File: config.mk
export PLATFORM = sky130hd
export DESIGN_NAME = escalonador_round_robin
export DESIGN_NICKNAME = d
export VERILOG_FILES = /design/src/rtl/escalonador_pkg.sv /design/src/rtl/seletor_round_robin.sv /design/src/rtl/escalonador_round_robin.sv
export SDC_FILE = /design/constraint.sdc
export NUM_CORES = 1
export LEC_CHECK = 0
export BUFFER_PORTS_ARGS = -buffer_cell sky130_fd_sc_hd__clkbuf_2
export CELL_PAD_IN_SITES_DETAIL_PLACEMENT = 1
export CELL_PAD_IN_SITES_GLOBAL_PLACEMENT = 1
export CORE_MARGIN = 5
export CORE_UTILIZATION = 48
export CTS_CLUSTER_SIZE = 30
export DETAILED_ROUTE_END_ITERATION = 8
export PLACE_DENSITY_LB_ADDON = 0.25
export SKIP_CTS_REPAIR_TIMING = 1
export SYNTH_ARGS = -nofsm -noshare
export SYNTH_HDL_FRONTEND = slang
export SYNTH_HIERARCHICAL = 1
export SYNTH_SLANG_ARGS = --single-unit
File: constraint.sdc
create_clock -name clock -period 6.65 [get_ports clock]
set_clock_uncertainty 0.15 [all_clocks]
set_input_delay 0.665 -clock clock [delete_from_list [all_inputs] [get_ports clock]]
set_output_delay 0.665 -clock clock [all_outputs]
set_load 0.02 [all_outputs]
File: src/rtl/escalonador_pkg.sv
// Shared encodings and default sizing for the round-robin process scheduler.
package escalonador_pkg;

    localparam int NUM_PROC_DEF = 4;
    localparam int PID_W_DEF    = 2;
    localparam int PC_W_DEF     = 32;
    localparam int QUANTUM_DEF  = 16;
    localparam int CONT_W       = 8;

    typedef enum logic [1:0] {
        LIVRE     = 2'b00,
        PRONTO    = 2'b01,
        BLOQUEADO = 2'b10
    } estado_slot_t;

    typedef enum logic [1:0] {
        OCIOSO     = 2'b00,
        EXECUTANDO = 2'b01,
        SELECIONAR = 2'b10,
        CARREGAR   = 2'b11
    } estado_fsm_t;

endpackage

File: src/rtl/seletor_round_robin.sv
// Rotating priority search: first ready slot after inicio_i, wrapping so inicio_i is checked last.
// Purely combinational; no handshake.
module seletor_round_robin
    import escalonador_pkg::*;
#(
    parameter int NUM_PROC = NUM_PROC_DEF,
    parameter int PID_W    = PID_W_DEF
) (
    input  logic [NUM_PROC-1:0] prontos_i,
    input  logic [PID_W-1:0]    inicio_i,
    output logic                achou_o,
    output logic [PID_W-1:0]    sel_o
);

    int idx;

    // Walk from the farthest candidate back to the nearest so the nearest hit wins.
    always_comb begin
        achou_o = 1'b0;
        sel_o   = '0;
        idx     = 0;
        for (int k = NUM_PROC; k >= 1; k--) begin
            idx = (int'(inicio_i) + k) % NUM_PROC;
            if (prontos_i[idx[PID_W-1:0]]) begin
                achou_o = 1'b1;
                sel_o   = idx[PID_W-1:0];
            end
        end
    end

endmodule

File: src/rtl/escalonador_round_robin.sv
// Round-robin process scheduler: quantum/IO/exit events save the PC and dispatch the next ready slot.
// Event at T -> select at T+1 -> troca_contexto pulse at T+2 -> CPU runs at T+3; cpu_parada stalls the CPU meanwhile.
module escalonador_round_robin
    import escalonador_pkg::*;
#(
    parameter int NUM_PROC = NUM_PROC_DEF,
    parameter int PID_W    = PID_W_DEF,
    parameter int PC_W     = PC_W_DEF,
    parameter int QUANTUM  = QUANTUM_DEF
) (
    input  logic                clock,
    input  logic                reset,
    input  logic                ativa_processo,
    input  logic [PID_W-1:0]    id_novo,
    input  logic [PC_W-1:0]     pc_inicial,
    input  logic                instr_exec,
    input  logic [PC_W-1:0]     pc_atual,
    input  logic                pedido_io,
    input  logic [NUM_PROC-1:0] io_concluido,
    input  logic                fim_processo,
    output logic                troca_contexto,
    output logic [PC_W-1:0]     pc_carregar,
    output logic [PID_W-1:0]    processo_atual,
    output logic                processo_valido,
    output logic                cpu_parada
);

    localparam logic [CONT_W-1:0] CONT_ULTIMO = CONT_W'(QUANTUM - 1);

    estado_slot_t       estado_q   [NUM_PROC];
    estado_slot_t       estado_d   [NUM_PROC];
    logic [PC_W-1:0]    pc_salvo_q [NUM_PROC];
    logic [PC_W-1:0]    pc_salvo_d [NUM_PROC];
    estado_fsm_t        fsm_q, fsm_d;
    logic [CONT_W-1:0]  cont_q, cont_d;
    logic [PC_W-1:0]    pc_carregar_q, pc_carregar_d;
    logic [PID_W-1:0]   proc_atual_q, proc_atual_d;

    logic [NUM_PROC-1:0] prontos;
    logic                achou;
    logic [PID_W-1:0]    sel;

    // Readiness is taken from registered state, so same-cycle activations are seen one cycle later.
    always_comb begin
        prontos = '0;
        for (int i = 0; i < NUM_PROC; i++) begin
            prontos[i] = (estado_q[i] == PRONTO);
        end
    end

    seletor_round_robin #(
        .NUM_PROC (NUM_PROC),
        .PID_W    (PID_W)
    ) u_seletor (
        .prontos_i (prontos),
        .inicio_i  (proc_atual_q),
        .achou_o   (achou),
        .sel_o     (sel)
    );

    always_comb begin
        fsm_d         = fsm_q;
        cont_d        = cont_q;
        pc_carregar_d = pc_carregar_q;
        proc_atual_d  = proc_atual_q;
        estado_d      = estado_q;
        pc_salvo_d    = pc_salvo_q;

        for (int i = 0; i < NUM_PROC; i++) begin
            if (io_concluido[i] && estado_q[i] == BLOQUEADO) begin
                estado_d[i] = PRONTO;
            end
            if (ativa_processo && id_novo == PID_W'(i) && estado_q[i] == LIVRE) begin
                estado_d[i]   = PRONTO;
                pc_salvo_d[i] = pc_inicial;
            end
        end

        case (fsm_q)
            OCIOSO: begin
                if (|prontos) fsm_d = SELECIONAR;
            end
            EXECUTANDO: begin
                if (fim_processo) begin
                    estado_d[proc_atual_q] = LIVRE;
                    fsm_d                  = SELECIONAR;
                end else if (pedido_io) begin
                    // Running slot is PRONTO, so a coincident io_concluido above cannot undo this block.
                    estado_d[proc_atual_q]   = BLOQUEADO;
                    pc_salvo_d[proc_atual_q] = pc_atual;
                    fsm_d                    = SELECIONAR;
                end else if (instr_exec) begin
                    if (cont_q == CONT_ULTIMO) begin
                        pc_salvo_d[proc_atual_q] = pc_atual;
                        fsm_d                    = SELECIONAR;
                    end else begin
                        cont_d = cont_q + 1'b1;
                    end
                end
            end
            SELECIONAR: begin
                if (achou) begin
                    proc_atual_d  = sel;
                    pc_carregar_d = pc_salvo_q[sel];
                    fsm_d         = CARREGAR;
                end else begin
                    fsm_d = OCIOSO;
                end
            end
            CARREGAR: begin
                cont_d = '0;
                fsm_d  = EXECUTANDO;
            end
            default: fsm_d = OCIOSO;
        endcase
    end

    always_ff @(posedge clock or negedge reset) begin
        if (!reset) begin
            fsm_q         <= OCIOSO;
            cont_q        <= '0;
            pc_carregar_q <= '0;
            proc_atual_q  <= '0;
            for (int i = 0; i < NUM_PROC; i++) begin
                estado_q[i]   <= LIVRE;
                pc_salvo_q[i] <= '0;
            end
        end else begin
            fsm_q         <= fsm_d;
            cont_q        <= cont_d;
            pc_carregar_q <= pc_carregar_d;
            proc_atual_q  <= proc_atual_d;
            for (int i = 0; i < NUM_PROC; i++) begin
                estado_q[i]   <= estado_d[i];
                pc_salvo_q[i] <= pc_salvo_d[i];
            end
        end
    end

    // Outputs decode the registered FSM state, so reset clears the pulse at once.
    assign troca_contexto  = (fsm_q == CARREGAR);
    assign processo_valido = (fsm_q == EXECUTANDO);
    assign cpu_parada      = (fsm_q != EXECUTANDO);
    assign pc_carregar     = pc_carregar_q;
    assign processo_atual  = proc_atual_q;

endmodule

Yosys cells after proc, flatten, opt, wreduce, memory -nomap -nowiden:

Cells that the tools add are included.

* input port bits: 76
* word-level logic and storage cells: 134
* bits in registers: 180

* magnitude comparators: 7
* equality and inequality tests: 23
* multiplexer cells: 56
* $add $sub $neg: 5
* reduce and logical (&&, ||, !) cells: 24
* bitwise logic cells: 7

Operators with widths (count)
* 2-to-1 mux 128 bit: 5
* 2-to-1 mux 32 bit: 7
* bitwise mux 128 bit: 1
* binary-select mux 32 bit (select 2 bit): 1
* demux 32 bit (select 2 bit): 1
* 2-to-1 mux 8 bit: 7
* 2-to-1 mux 2 bit: 19
* equality test 2 bit, second input constant: 8
* one-hot mux 8 bit (2 select lines): 1
* logical AND 1 bit: 13
* equality test 2 x 1 -> 1 bit, second input constant: 6
* zero test 2 bit: 6
* less-than comparator 2 x 3 -> 1 bit, second input constant: 4
* inequality test 2 bit, second input constant: 5
* adder 8 x 1 -> 8 bit, second input constant: 1
* bitwise AND 8 bit: 1
* binary-select mux 1 bit (select 2 bit): 4
* equality test 8 x 4 -> 1 bit, second input constant: 1
* 2-to-1 mux 1 bit: 8
* NOT 8 bit: 1
* one-hot mux 2 bit (4 select lines): 1
* greater-or-equal comparator 3 bit, second input constant: 2
* NOT 2 -> 3 bit: 2
* AND reduction 5 bit: 1
* other kinds (14): 16

Logic depth before layout (Yosys ltp):

Gate-level depths: netlist of the first run.

* depth in word-level cells: 11
* gate-level depth with buffers: 8
* mapped depth without buffers: 6

Cells and area by module:

Netlist of the first run, hierarchy kept.

By module, submodules not included
* escalonador_round_robin: cells each 632, seq. area each 4504.3 µm², area each 9292.7 µm², times used 1
* seletor_round_robin: cells each 14, seq. area each 0.0 µm², area each 91.3 µm², times used 1

Worst setup path after synthesis of the first run:

Ideal clock, no wire load.

* path type: reg-to-reg
* start: reg estado_q[1] in the netlist's numbering
* end: reg pc_carregar_q[10] (netlist: pc_carregar[10])
* data arrival time: 2.363 ns
* period minus slack after synthesis: 2.638 ns
* stages on the path, launching flop included: 9
* required time: 6.375 ns
* slack: 4.012 ns
* cells stage by stage: dfrtp_1 nor2b_1 and2b_1 a21oi_2 o221ai_2 clkbuf_1 buf_2 mux4_2 mux2_2

* cells in the longest elaborated chain, start to end: 11
* elaborated cells on any way between the ends: 22

Ends and longest elaborated chain
* start: declaration: line escalonador_round_robin.sv:30 `estado_slot_t estado_q [NUM_PROC];`
* start signal: indexed assignment: line escalonador_round_robin.sv:134 `estado_q[i] <= estado_d[i];`
* equality test 2 x 1 -> 1 bit *: line escalonador_round_robin.sv:47 `prontos[i] = (estado_q[i] == PRONTO);`
* via prontos[3]: line escalonador_round_robin.sv:39 `logic [NUM_PROC-1:0] prontos;`
* binary-select mux 1 bit (select 2 bit): line seletor_round_robin.sv:24 `if (prontos_i[idx[PID_W-1:0]]) begin`
* 2-to-1 mux 1 bit (implied by the code): line seletor_round_robin.sv:24
* 2-to-1 mux 2 bit (3 in series): line seletor_round_robin.sv:24
* 2-to-1 mux 2 bit *: line seletor_round_robin.sv:24
* via sel[0]: line escalonador_round_robin.sv:41 `logic [PID_W-1:0] sel;`
* NOT 2 -> 3 bit (implied by the code) *: line escalonador_round_robin.sv:104 `pc_carregar_d = pc_salvo_q[sel];`
* binary-select mux 32 bit (select 2 bit) *: line escalonador_round_robin.sv:104
* 2-to-1 mux 32 bit (implied by the code) * (2 in series): line escalonador_round_robin.sv:104
* end signal: assignment: line escalonador_round_robin.sv:131 `pc_carregar_q <= pc_carregar_d;`
* end: declaration: line escalonador_round_robin.sv:36 `logic [PC_W-1:0] pc_carregar_q, pc_carregar_d;`

The timed path passes the listed nets; every way through them passes the cells marked *. The select of a mux whose other input is x is not followed.
A chain may end at the register's enable or synchronous reset.

Worst setup path in the final report of the first run:

* start: reg estado_q[4] in the netlist's numbering
* end: reg pc_carregar_q[29] (netlist: pc_carregar[29])

The elaborated chain is that of the path after synthesis.

==> results_dict.tcl, run 1 <==
set metrics [dict create \
    status "finished clean" \
    placeableCoreArea_um2 19300 \
    syn-mean-instance-area_um2 14.5 \
    sequential_cell_area_um2 4500 \
    max_slew.worst_pin.slew_ns 1.08 \
    die_area_um2 22400 \
    max_root_sink_buffers 2 \
    worst_path_largest_cell_delay_ns 0.62 \
    totalWireLength_um 24200 \
    number_of_nets_in_the_layout 826 \
    synth_cell_types 43 \
    leakage_nw 4.70 \
    finalHoldViolCount 0 \
    worstPathRequired_ns 6.81 \
    irDropWorstVdd_mv 0.429 \
    syn_nets 723 \
    start_util_pct 48.5 \
    detailroute.via_count 5909 \
    yosys_most_used_dff "sky130_fd_sc_hd__dfrtp_1" \
    ys_ff_latch 180 \
    total_power_per_unit_cell_area_nw_per_um2 522 \
    holdCritPathClass "in -> async" \
    final_number_of_setup_violating_endpoints 0 \
    io_buffers 112 \
    critPathArrivalTime_ns 3.18 \
    path_delay_family "multiplexers" \
    slowest_stage_cell_crit_path "sky130_fd_sc_hd__buf_4" \
    synthDominantCellAreaShare_pct 48.0 \
    cp.buffers_inverters 1 \
    number_of_antenna_violations_at_the_first_check_in_global_routing 1 \
    rows 51 \
    cp-startpoint "estado_q[4]" \
    cp_cell_sequence "nor2b_1 -> mux2i_1 -> o221ai_4 -> buf_4 -> mux4_2 -> mux2_2" \
    drt_pass_1_iters 4 \
    grt_setup_unrepaired "no" \
    relSlewSlack_pct 27.8 \
    synth_area_um2 9380 \
    die_height_um 150 \
    reg2regPathDepth 6 \
    die_w_um 150 \
    synth-seq-area-share_pct 48.0 \
    finalCritPeriodShare_pct 45.5 \
    netlist_top_cells_count "260 x sky130_fd_sc_hd__mux2_2, 180 x sky130_fd_sc_hd__dfrtp_1, 32 x sky130_fd_sc_hd__mux4_2, 31 x sky130_fd_sc_hd__mux2_1, 29 x sky130_fd_sc_hd__buf_2" \
    ctsRootBufferMaster "sky130_fd_sc_hd__clkbuf_16" \
    grt_pass1_vias 6766 \
    grt_first_pass_wirelength_um 38500 \
    grt_max_degree 114 \
    gp_congestion 0.769 \
    startpoint_type "register" \
    min_period_ns 3.03 \
    clk_pin_slew_ns 0.07 \
    dr.first_iter.drc_count 217 \
    drc 0 \
    post_dp_cell_area_um2 10200 \
    grt_overflow_total 0 \
    synthDominantAreaCellType "sky130_fd_sc_hd__dfrtp_1" \
    finalPower_w 0.00566 \
    multiInputGateArea_um2 4720 \
    critical_register_to_register_path_startpoint "estado_q[4]" \
    synth-warning-count 6 \
    post_synthesis_cell_count 646 \
    worstReg2RegEnd "pc_carregar[29]" \
    detail_route.wl_per_cell_um 23.5 \
    maxClockFrequency_mhz 330 \
    final_area_um2 10900 \
    grt_usage_pct 22.4 \
    r2r_setup_slack_ns 3.62 \
    cts_made_buffers 17 \
    route.detailed.vias_per_inst 5.74 \
    synth-async-reset-ratio_pct 100 \
    finalSetupTns_ns 0 \
    final.fill_count 1881 \
    maxCapViolations 0 \
    yosysMostFrequentCell "sky130_fd_sc_hd__mux2_2" \
    synth.area.top_cells "sky130_fd_sc_hd__dfrtp_1 48%, sky130_fd_sc_hd__mux2_2 31%, sky130_fd_sc_hd__mux4_2 7.7%, sky130_fd_sc_hd__mux2_1 3.7%, sky130_fd_sc_hd__buf_2 1.5%" \
    antenna_left 0 \
    post_route_cells_drive_above_1_share_pct 60.6 \
    clk_latency_ns 0.43 \
    synth_edf_count 0 \
    timing.final.max_slew_violations 0 \
    cts_tree "done" \
    crit_fanout 32 \
    place.detailed.hpwl_um 14800 \
    critical_path.endpoint_type "register" \
    floorplan.io_pins 113 \
    flow.area_growth_from_synthesis_pct 15.7 \
    criticalPathCategory "reg -> reg" \
    ctsHtreeMaxLevel 4 \
    clock_sink_count 180 \
]
==> through the flow <==
stage,hold WS [ns],std cells,utilization [%],setup WS [ns]
final,0.196,1029,56.1,3.62
after floorplan,0.219,646,-,4.01
after detailed placement,0.345,995,52.9,3.60
after CTS,0.257,1027,56.1,3.59
after global routing,0.286,1028,56.1,3.43
after global placement,0.343,995,52.9,3.75
==> registers in the layout (all words and copies together), names as in the netlist <==
| signal | flops |
|---|---|
| processo_atual | 2 |
| fsm_q | 2 |
| estado_q | 8 |
| pc_carregar | 32 |
| cont_q | 8 |
| pc_salvo_q | 128 |
==> layout make-up <==
type	count	share of cell area (%)
Clock inverter	13	1.54
Clock buffer	19	4.08
Tap cell	265	3.06
Timing Repair Buffer	124	6.08
Antenna cell	2	0.0461
Inverter	5	0.173
Multi-Input combinational cell	421	43.5
Sequential cell	180	41.5
==> cell usage in the layout (no fill, tap or decap), types with 2 or more instances in the layout <==
cell type                    count
sky130_fd_sc_hd__dfrtp_1       180
sky130_fd_sc_hd__inv_1           5
sky130_fd_sc_hd__clkbuf_2      111
sky130_fd_sc_hd__a21oi_1        13
sky130_fd_sc_hd__and3_1          2
sky130_fd_sc_hd__mux2_1         31
sky130_fd_sc_hd__clkinv_2        2
sky130_fd_sc_hd__nor2_1          7
sky130_fd_sc_hd__or4_1           4
sky130_fd_sc_hd__mux4_2         32
sky130_fd_sc_hd__o211ai_1        4
sky130_fd_sc_hd__o31ai_1         2
sky130_fd_sc_hd__buf_4          12
sky130_fd_sc_hd__a22oi_1         5
sky130_fd_sc_hd__or2_2           2
sky130_fd_sc_hd__nor4_1          2
sky130_fd_sc_hd__nor3b_2         2
sky130_fd_sc_hd__mux2_2        260
sky130_fd_sc_hd__clkinvlp_4      2
sky130_fd_sc_hd__bufinv_16       3
sky130_fd_sc_hd__clkbuf_8        2
sky130_fd_sc_hd__diode_2         2
sky130_fd_sc_hd__o21ai_0         3
sky130_fd_sc_hd__nand2_1         6
sky130_fd_sc_hd__nor2b_1         4
sky130_fd_sc_hd__clkbuf_16      17
sky130_fd_sc_hd__nor4_4          2
sky130_fd_sc_hd__inv_6           5
sky130_fd_sc_hd__a211oi_1        3
sky130_fd_sc_hd__nand3_1         4
sky130_fd_sc_hd__nand3b_1        4
sky130_fd_sc_hd__nand2b_1        9
sky130_fd_sc_hd__mux2i_1         2
==> routing by layer <==
metal	track usage [%]	part of all wire [%]	up-vias
met2	38.9	52	95
met4	5.63	1.1	0
met3	5.15	3.8	17
li1	-	-	2646
met5	0	0	-
met1	28.6	43	3151
==> cell families after synthesis <==
group / share of synthesized area, %
simple gates: 3.92
mux: 42.8
compound gates: 2.85
flops: 48.0
fa+ha+maj: 0.133
buf+inv: 2.19
xor+xnor: 0.0934
==> where the power goes <==
part	internal [W]	switching [W]
Combinational	0.00151	0.00111
Clock	0.000607	0.000448
Sequential	0.00164	0.000347
Total	0.00375	0.00191
==> how the worst max path moves through the flow <==
stage	end	slack, ns	cells after the start
6_report	pc_carregar[29]	3.62	6
2_1_floorplan	pc_carregar[10]	4.01	8
3_5_place_dp	pc_carregar[18]	3.60	6
5_1_grt	pc_carregar[29]	3.43	6
4_1_cts	pc_carregar[29]	3.59	6
3_3_place_gp	pc_carregar[30]	3.75	6
Note: power is estimated with default switching activity, not from simulation.
==> inputs of run 2 (changes only) <==
--- a/config.mk
+++ b/config.mk
@@ -5,11 +5,12 @@
 export SDC_FILE = /design/constraint.sdc
 export NUM_CORES = 1
 export LEC_CHECK = 0
+export ABC_AREA = 1
 export BUFFER_PORTS_ARGS = -buffer_cell sky130_fd_sc_hd__clkbuf_2
 export CELL_PAD_IN_SITES_DETAIL_PLACEMENT = 1
 export CELL_PAD_IN_SITES_GLOBAL_PLACEMENT = 1
 export CORE_MARGIN = 5
-export CORE_UTILIZATION = 48
+export CORE_UTILIZATION = 43
 export CTS_CLUSTER_SIZE = 30
 export DETAILED_ROUTE_END_ITERATION = 8
 export PLACE_DENSITY_LB_ADDON = 0.25
==> constraint.sdc (replaced) <==
create_clock -name clock -period 3.1 [get_ports clock]
set_clock_uncertainty 0.15 [all_clocks]
set_input_delay 0.31 -clock clock [delete_from_list [all_inputs] [get_ports clock]]
set_output_delay 0.31 -clock clock [all_outputs]
set_load 0.02 [all_outputs]
==> results_dict.tcl, run 2 <==
set metrics [dict create \
    reg2regPathDepth 11 \
    post_route_cells_drive_above_1_share_pct 14.8 \
    grt_first_pass_wirelength_um 53800 \
    synthDominantAreaCellType "sky130_fd_sc_hd__dfrtp_1" \
    synth.area.top_cells "sky130_fd_sc_hd__dfrtp_1 46%, sky130_fd_sc_hd__nand2_1 15%, sky130_fd_sc_hd__o21ai_0 10%, sky130_fd_sc_hd__nor2_1 7.1%, sky130_fd_sc_hd__o21ai_1 4.2%" \
    p_switching_w 0.00668 \
    post_synth_and_or_nand_nor_area_fraction_pct 28.6 \
    criticalPathCategory "reg -> reg" \
    main_combinational_cell_family_by_area_after_synthesis "simple AND/OR/NAND/NOR gates" \
    comb_power_share_pct 53.7 \
    floorplan.io_pins 113 \
    final.fill_count 2900 \
    timing.final.max_slew_violations 0 \
    detailroute.via_count 9674 \
    crit_fanout 22 \
    grt_overflow_total 0 \
    min_period_ns 2.71 \
    number_of_antenna_violations_at_the_first_check_in_global_routing 0 \
    synth_edf_count 0 \
    detail_route.wl_per_cell_um 19.0 \
    maxCapViolations 0 \
    placeableCoreArea_um2 22600 \
    synth_xor_xnor_area_share_pct 0.178 \
    yosys_most_used_dff "sky130_fd_sc_hd__dfrtp_1" \
    die_height_um 161 \
    synth-warning-count 6 \
    synthDominantCellAreaShare_pct 45.8 \
    cts_tree "done" \
    route.detailed.vias_per_inst 5.51 \
    ctsRootBufferMaster "sky130_fd_sc_hd__clkbuf_16" \
    failed_checks "hold timing" \
    grt_usage_pct 25.8 \
    internal_power_w 0.00719 \
    synth-seq-area-share_pct 45.8 \
    grt_setup_unrepaired "no" \
    post_synthesis_cell_count 1372 \
    critPathArrivalTime_ns 2.91 \
    most-common-layout-cells "389 x sky130_fd_sc_hd__nand2_1, 204 x sky130_fd_sc_hd__o21ai_0, 186 x sky130_fd_sc_hd__nor2_1" \
    cts_made_buffers 17 \
    finalCritPeriodShare_pct 87.5 \
    max_slew.worst_pin.slew_ns 0.772 \
    layoutNonFillerInstCount 1756 \
    dr.first_iter.drc_count 552 \
    seq_power_share_pct 29.5 \
    status "finished, violations left" \
    grt_pass1_vias 10200 \
    hp-start "pc_atual[30]" \
    finalSetupTns_ns 0 \
    yosys-mux-area-fraction_pct 0 \
    total_power_per_unit_cell_area_nw_per_um2 1220 \
    leakage_nw 5.73 \
    clk_latency_ns 0.44 \
    syn-mean-instance-area_um2 7.17 \
    synth_area_um2 9830 \
    holdCritPathClass "in -> reg" \
    worstReg2RegEnd "pc_carregar[18]" \
    clk_pin_slew_ns 0.07 \
    hold_end "pc_salvo_q[126]" \
    timing.hold.ws_ns -0.0225 \
    syn_nets 1449 \
    drt_pass_1_iters 7 \
    synth_cell_types 32 \
    critical_path.endpoint_type "register" \
    grt_max_degree 75 \
    ys_ff_latch 180 \
    startpoint_type "register" \
    netlist_top_cells_count "390 x sky130_fd_sc_hd__nand2_1, 204 x sky130_fd_sc_hd__o21ai_0, 187 x sky130_fd_sc_hd__nor2_1, 180 x sky130_fd_sc_hd__dfrtp_1" \
    start_util_pct 43.6 \
    post_placement_cell_count 1713 \
    final_number_of_setup_violating_endpoints 0 \
    die_w_um 161 \
    worst_hold_path.num_cells 3 \
    finalHoldViolCount 1 \
    critical_register_to_register_path_startpoint "processo_atual[0]" \
    io_buffers 112 \
    clock_sink_count 180 \
    irDropWorstVdd_mv 0.664 \
    drc 0 \
    rows 55 \
    post_dp_cell_area_um2 10700 \
    power_switching_share_pct 48.2 \
    number_of_nets_in_the_layout 1535 \
    totalWireLength_um 33300 \
    maxClockFrequency_mhz 369 \
    place.detailed.hpwl_um 21100 \
    layout_commonest_cell "sky130_fd_sc_hd__nand2_1" \
    arithmetic_cell_share_of_the_synthesized_area_counting_full_adders_half_adders_and_majority_gates_pct 0.127 \
    die_area_um2 26000 \
    power_frac_clock_pct 16.8 \
    max_root_sink_buffers 2 \
    registers.top_by_ff_count "pc_salvo_q" \
    largest_register_ffs 128 \
    worstPathRequired_ns 3.30 \
    antenna_left 0 \
    final_area_um2 11400 \
    yosysMostFrequentCell "sky130_fd_sc_hd__nand2_1" \
    flow.area_growth_from_synthesis_pct 15.9 \
    ctsHtreeMaxLevel 4 \
    synth-async-reset-ratio_pct 100 \
    antenna_cells 0 \
    r2r_setup_slack_ns 0.39 \
    gp_congestion 0.862 \
    synth_compound_area_share_pct 17.3 \
    relSlewSlack_pct 48.5 \
]
[run 2: cell types whose count changed in the layout (fill, tap and decap cells not counted), moves of 11 or more]
cell                            before  now
sky130_fd_sc_hd__dlygate4sd3_1       0   11
sky130_fd_sc_hd__nor2_1              7  186
sky130_fd_sc_hd__buf_4              12   27
sky130_fd_sc_hd__a31oi_1             1   34
sky130_fd_sc_hd__nand3_1             4   28
sky130_fd_sc_hd__o21ai_0             3  204
sky130_fd_sc_hd__mux4_2             32    0
sky130_fd_sc_hd__mux2_2            260    0
sky130_fd_sc_hd__o21ai_1             0   82
sky130_fd_sc_hd__nand2_2             0   13
sky130_fd_sc_hd__nand2_1             6  389
sky130_fd_sc_hd__nand4_1             1   44
sky130_fd_sc_hd__mux2_1             31    0
sky130_fd_sc_hd__inv_1               5   81
[run 2: final cells by class]
class | count | area [um^2] | area share, %
clock buffer | 17 | 425 | 3.73
clock inverter | 15 | 198 | 1.74
inverter | 93 | 354 | 3.11
multi-input combinational | 1011 | 4570 | 40.1
sequential | 180 | 4500 | 39.5
tap | 285 | 357 | 3.13
timing repair buffer | 155 | 982 | 8.62
[run 2: cells by family (layout without fill, tap and decap cells)]
family / count (synthesis) / in the layout
AO/OA/AOI/OAI: 329 / 329
XOR/XNOR: 2 / 2
adder cells (fa/ha/maj): 1 / 1
buffers and inverters: 181 / 280
flip-flops: 180 / 180
AND/OR/NAND/NOR: 679 / 679
[run 2: stage by stage]
step                      hold slack [ns]  utilization, %  power, W  worst slack (ns)
after detailed placement            0.226            47.2    0.0115             0.489
after CTS                          -0.246            50.0    0.0139             0.417
after global routing              0.00332            50.5    0.0151             0.133
after global placement              0.230            47.2    0.0112             0.606
after floorplan                    -0.136               -   0.00906             0.821
final                             -0.0225            50.5    0.0139             0.387
[run 2: critical path: stages, from the launching register on]
cell and delay (ns):
sky130_fd_sc_hd__dfrtp_1 0.79, sky130_fd_sc_hd__nand2_1 0.15, sky130_fd_sc_hd__nand2_2 0.14, sky130_fd_sc_hd__nand2_2 0.07, sky130_fd_sc_hd__nand2_1 0.09, sky130_fd_sc_hd__nand3_1 0.12, sky130_fd_sc_hd__a21boi_4 0.16, sky130_fd_sc_hd__inv_1 0.27
sky130_fd_sc_hd__buf_12 0.28, sky130_fd_sc_hd__nor2_1 0.12, sky130_fd_sc_hd__o21ai_0 0.10, sky130_fd_sc_hd__a31oi_1 0.18
[run 2: power groups by stage]
stage               Sequential [W]  Clock [W]  Combinational (W)
finish                     0.00410    0.00233            0.00744
global route               0.00421    0.00247            0.00840
CTS                        0.00409    0.00237            0.00745
detailed placement         0.00412          0            0.00735
global placement           0.00408          0            0.00708
floorplan                  0.00420          0            0.00486
[run 2: routing by layer]
layer / vias up / global-route usage (%) / wire length [um]
met2: 248 / 45.7 / 16900
met5: - / 0 / 0
met3: 41 / 3.80 / 1590
li1: 4643 / - / -
met1: 4742 / 32.8 / 14300
met4: 0 / 7.95 / 575
[run 2: worst max-delay path by stage]
stage	startpoint	endpoint	slack (ns)	cells after the start
finish	processo_atual[0]	pc_carregar[18]	0.39	11
global route	processo_atual[0]	pc_carregar[21]	0.13	11
floorplan	processo_atual[0]	pc_carregar[3]	0.82	15
global placement	processo_atual[0]	pc_carregar[11]	0.61	11
detailed placement	processo_atual[0]	pc_carregar[8]	0.49	11
CTS	processo_atual[0]	pc_carregar[18]	0.42	11
==> inputs of run 3 (changes only) <==
--- a/config.mk
+++ b/config.mk
@@ -17,5 +17,4 @@
 export SKIP_CTS_REPAIR_TIMING = 1
 export SYNTH_ARGS = -nofsm -noshare
 export SYNTH_HDL_FRONTEND = slang
-export SYNTH_HIERARCHICAL = 1
 export SYNTH_SLANG_ARGS = --single-unit
==> results_dict.tcl, run 3 <==
set metrics [dict create \
    synth_xor_xnor_area_share_pct 0.0884 \
    totalWireLength_um 33000 \
    finalHoldViolCount 6 \
    grt_first_pass_wirelength_um 53100 \
    finalCritPeriodShare_pct 86.3 \
    synth-async-reset-ratio_pct 100 \
    start_util_pct 43.8 \
    arithmetic_cell_share_of_the_synthesized_area_counting_full_adders_half_adders_and_majority_gates_pct 0.632 \
    ys_ff_latch 180 \
    failed_checks "hold timing" \
    antenna_cells 0 \
    relSlewSlack_pct 46.6 \
    worstPathRequired_ns 3.28 \
    synth-seq-area-share_pct 45.5 \
    criticalPathCategory "reg -> reg" \
    max_root_sink_buffers 2 \
    most-common-layout-cells "370 x sky130_fd_sc_hd__nand2_1, 193 x sky130_fd_sc_hd__inv_1, 180 x sky130_fd_sc_hd__dfrtp_1" \
    cts_made_buffers 17 \
    rows 55 \
    yosysMostFrequentCell "sky130_fd_sc_hd__nand2_1" \
    drc 0 \
    grt_usage_pct 25.4 \
    placeableCoreArea_um2 22600 \
    grt_max_degree 89 \
    p_switching_w 0.00716 \
    layout_commonest_cell "sky130_fd_sc_hd__nand2_1" \
    number_of_antenna_violations_at_the_first_check_in_global_routing 0 \
    grt.met3_usage_pct 4.03 \
    maxClockFrequency_mhz 374 \
    total_power_per_unit_cell_area_nw_per_um2 1300 \
    route.detailed.vias_per_inst 5.53 \
    critical_path.endpoint_type "register" \
    path_delay_family "simple AND/OR/NAND/NOR gates" \
    number_of_nets_in_the_layout 1492 \
    layoutNonFillerInstCount 1709 \
    grt.busiest_layer "met2" \
    cts_tree "done" \
    worst_slack_ns 0.426 \
    seq_power_share_pct 27.1 \
    die_area_um2 26200 \
    comb_power_share_pct 57.3 \
    post_route_cells_drive_above_1_share_pct 13.7 \
    netlist_top_cells_count "370 x sky130_fd_sc_hd__nand2_1, 193 x sky130_fd_sc_hd__inv_1, 180 x sky130_fd_sc_hd__dfrtp_1, 136 x sky130_fd_sc_hd__nand3_1, 99 x sky130_fd_sc_hd__o21ai_0" \
    preCtsSetupSlack_ns 0.532 \
    post_synthesis_cell_count 1331 \
    floorplan.io_pins 113 \
    clk_latency_ns 0.44 \
    clk_pin_slew_ns 0.08 \
    maxCapViolations 0 \
    power_frac_clock_pct 15.6 \
    leakage_nw 5.91 \
    antenna_left 0 \
    power_switching_share_pct 48.4 \
    met1_usage_pct 32.8 \
    final.fill_count 2865 \
    cp_cell_sequence "inv_2 -> ha_1 -> inv_1 -> nand2_1 -> nand2_1 -> inv_2 -> nand2_1 -> nand3_2 -> nand2_2 -> buf_4 -> nand2_1 -> nand3_1 -> nand2_1 -> nand2_1 -> nand2_1" \
    crit_fanout 35 \
    grt_setup_unrepaired "no" \
    die_w_um 162 \
    worst_path_largest_cell_delay_ns 0.50 \
    ctsRootBufferMaster "sky130_fd_sc_hd__clkbuf_16" \
    main_combinational_cell_family_by_area_after_synthesis "simple AND/OR/NAND/NOR gates" \
    yosys-mux-area-fraction_pct 0 \
    finalSetupTns_ns 0 \
    min_period_ns 2.67 \
    timing.final.max_slew_violations 0 \
    critical-path-top-cell-by-count "sky130_fd_sc_hd__nand2_1" \
    detailroute.via_count 9454 \
    synthDominantCellAreaShare_pct 45.5 \
    synth_compound_area_share_pct 17.3 \
    synth-warning-count 0 \
    synth_edf_count 0 \
    synth_area_um2 9910 \
    registers.top_by_ff_count "pc_salvo_q" \
    synthDominantAreaCellType "sky130_fd_sc_hd__dfrtp_1" \
    final_number_of_setup_violating_endpoints 0 \
    syn_nets 1412 \
    finalPower_w 0.0148 \
    ctsHtreeMaxLevel 4 \
    status "finished, violations left" \
    drt_pass_1_iters 7 \
    holdCritPathClass "in -> reg" \
    critPathArrivalTime_ns 2.86 \
    grt_pass1_vias 9943 \
    slowest_stage_cell_crit_path "sky130_fd_sc_hd__dfrtp_1" \
    die_height_um 162 \
    detail_route.wl_per_cell_um 19.3 \
    timing.hold.ws_ns -0.0160 \
    largest_register_ffs 128 \
    dr.first_iter.drc_count 554 \
    yosys_most_used_dff "sky130_fd_sc_hd__dfrtp_1" \
    flow.area_growth_from_synthesis_pct 14.6 \
    clock_sink_count 180 \
    global_route.usage.met2_pct 45.1 \
    synth_cell_types 30 \
    post_placement_cell_count 1673 \
    syn-mean-instance-area_um2 7.44 \
    startpoint_type "register" \
    grt_overflow_total 0 \
    max_slew.worst_pin.slew_ns 0.802 \
    synth.area.top_cells "sky130_fd_sc_hd__dfrtp_1 45%, sky130_fd_sc_hd__nand2_1 14%, sky130_fd_sc_hd__inv_1 7.3%, sky130_fd_sc_hd__nand3_1 6.9%, sky130_fd_sc_hd__o211ai_1 5.1%" \
    io_buffers 112 \
    internal_power_w 0.00762 \
    final_area_um2 11300 \
    place.detailed.hpwl_um 20600 \
    post_dp_cell_area_um2 10700 \
    cp.buffers_inverters 4 \
    gp_congestion 0.794 \
    post_synth_and_or_nand_nor_area_fraction_pct 24.5 \
    irDropWorstVdd_mv 1.11 \
]
## run 3: layout make-up
| type | instances | area [um^2] | area share [%] |
|---|---|---|---|
| repair buffers | 145 | 890 | 7.84 |
| inverters | 201 | 754 | 6.65 |
| flip-flops and latches | 180 | 4500 | 39.7 |
| clock inverters | 14 | 174 | 1.53 |
| multi-input cells | 866 | 4230 | 37.3 |
| well taps | 285 | 357 | 3.14 |
| clock buffers | 18 | 439 | 3.87 |
## run 3: per-stage QoR
step | hold slack [ns] | util (%)
after floorplan | -0.136 | -
after global placement | 0.298 | 47.2
after detailed placement | 0.297 | 47.2
after CTS | -0.168 | 49.9
after global routing | 0.0000978 | 50.1
final | -0.0160 | 50.1
## run 3: power by group through the flow
stage | Combinational [W] | Sequential [W] | Clock [W]
finish | 0.00847 | 0.00401 | 0.00231
global route | 0.00947 | 0.00412 | 0.00244
CTS | 0.00847 | 0.00400 | 0.00234
detailed placement | 0.00835 | 0.00403 | 0
global placement | 0.00807 | 0.00400 | 0
floorplan | 0.00607 | 0.00413 | 0
## run 3: worst min-delay path, stage by stage
cell and delay [ns]:
sky130_fd_sc_hd__clkbuf_2 0.09, sky130_fd_sc_hd__nor2_1 0.09, sky130_fd_sc_hd__a21oi_1 0.04
## run 3: routing by layer
metal	routed length, um	up-vias
met1	14800	4713
li1	-	4502
met4	449	0
met3	1380	29
met2	16400	210
met5	0	-
## run 3: worst paths after layout
| kind | startpoint | endpoint | slack, ns | depth (start not counted) |
|---|---|---|---|---|
| setup / recovery | processo_atual[0] | pc_carregar[30] | 0.43 | 15 |
| hold / removal | pc_atual[7] | pc_salvo_q[103] | -0.02 | 3 |
| setup reg to reg | processo_atual[0] | pc_carregar[30] | 0.43 | 15 |
| hold reg to reg | pc_carregar[6] | pc_carregar[6] | 0.33 | 2 |
| max in group asynchronous | reset | pc_salvo_q[84] | 1.67 | 3 |
| min in group asynchronous | reset | pc_carregar[7] | 0.36 | 2 |
## run 3: cell families after synthesis
family	after synthesis
AO/OA/AOI/OAI	287
adder cells (fa/ha/maj)	5
XOR/XNOR	1
AND/OR/NAND/NOR	573
flip-flops	180
buffers and inverters	285
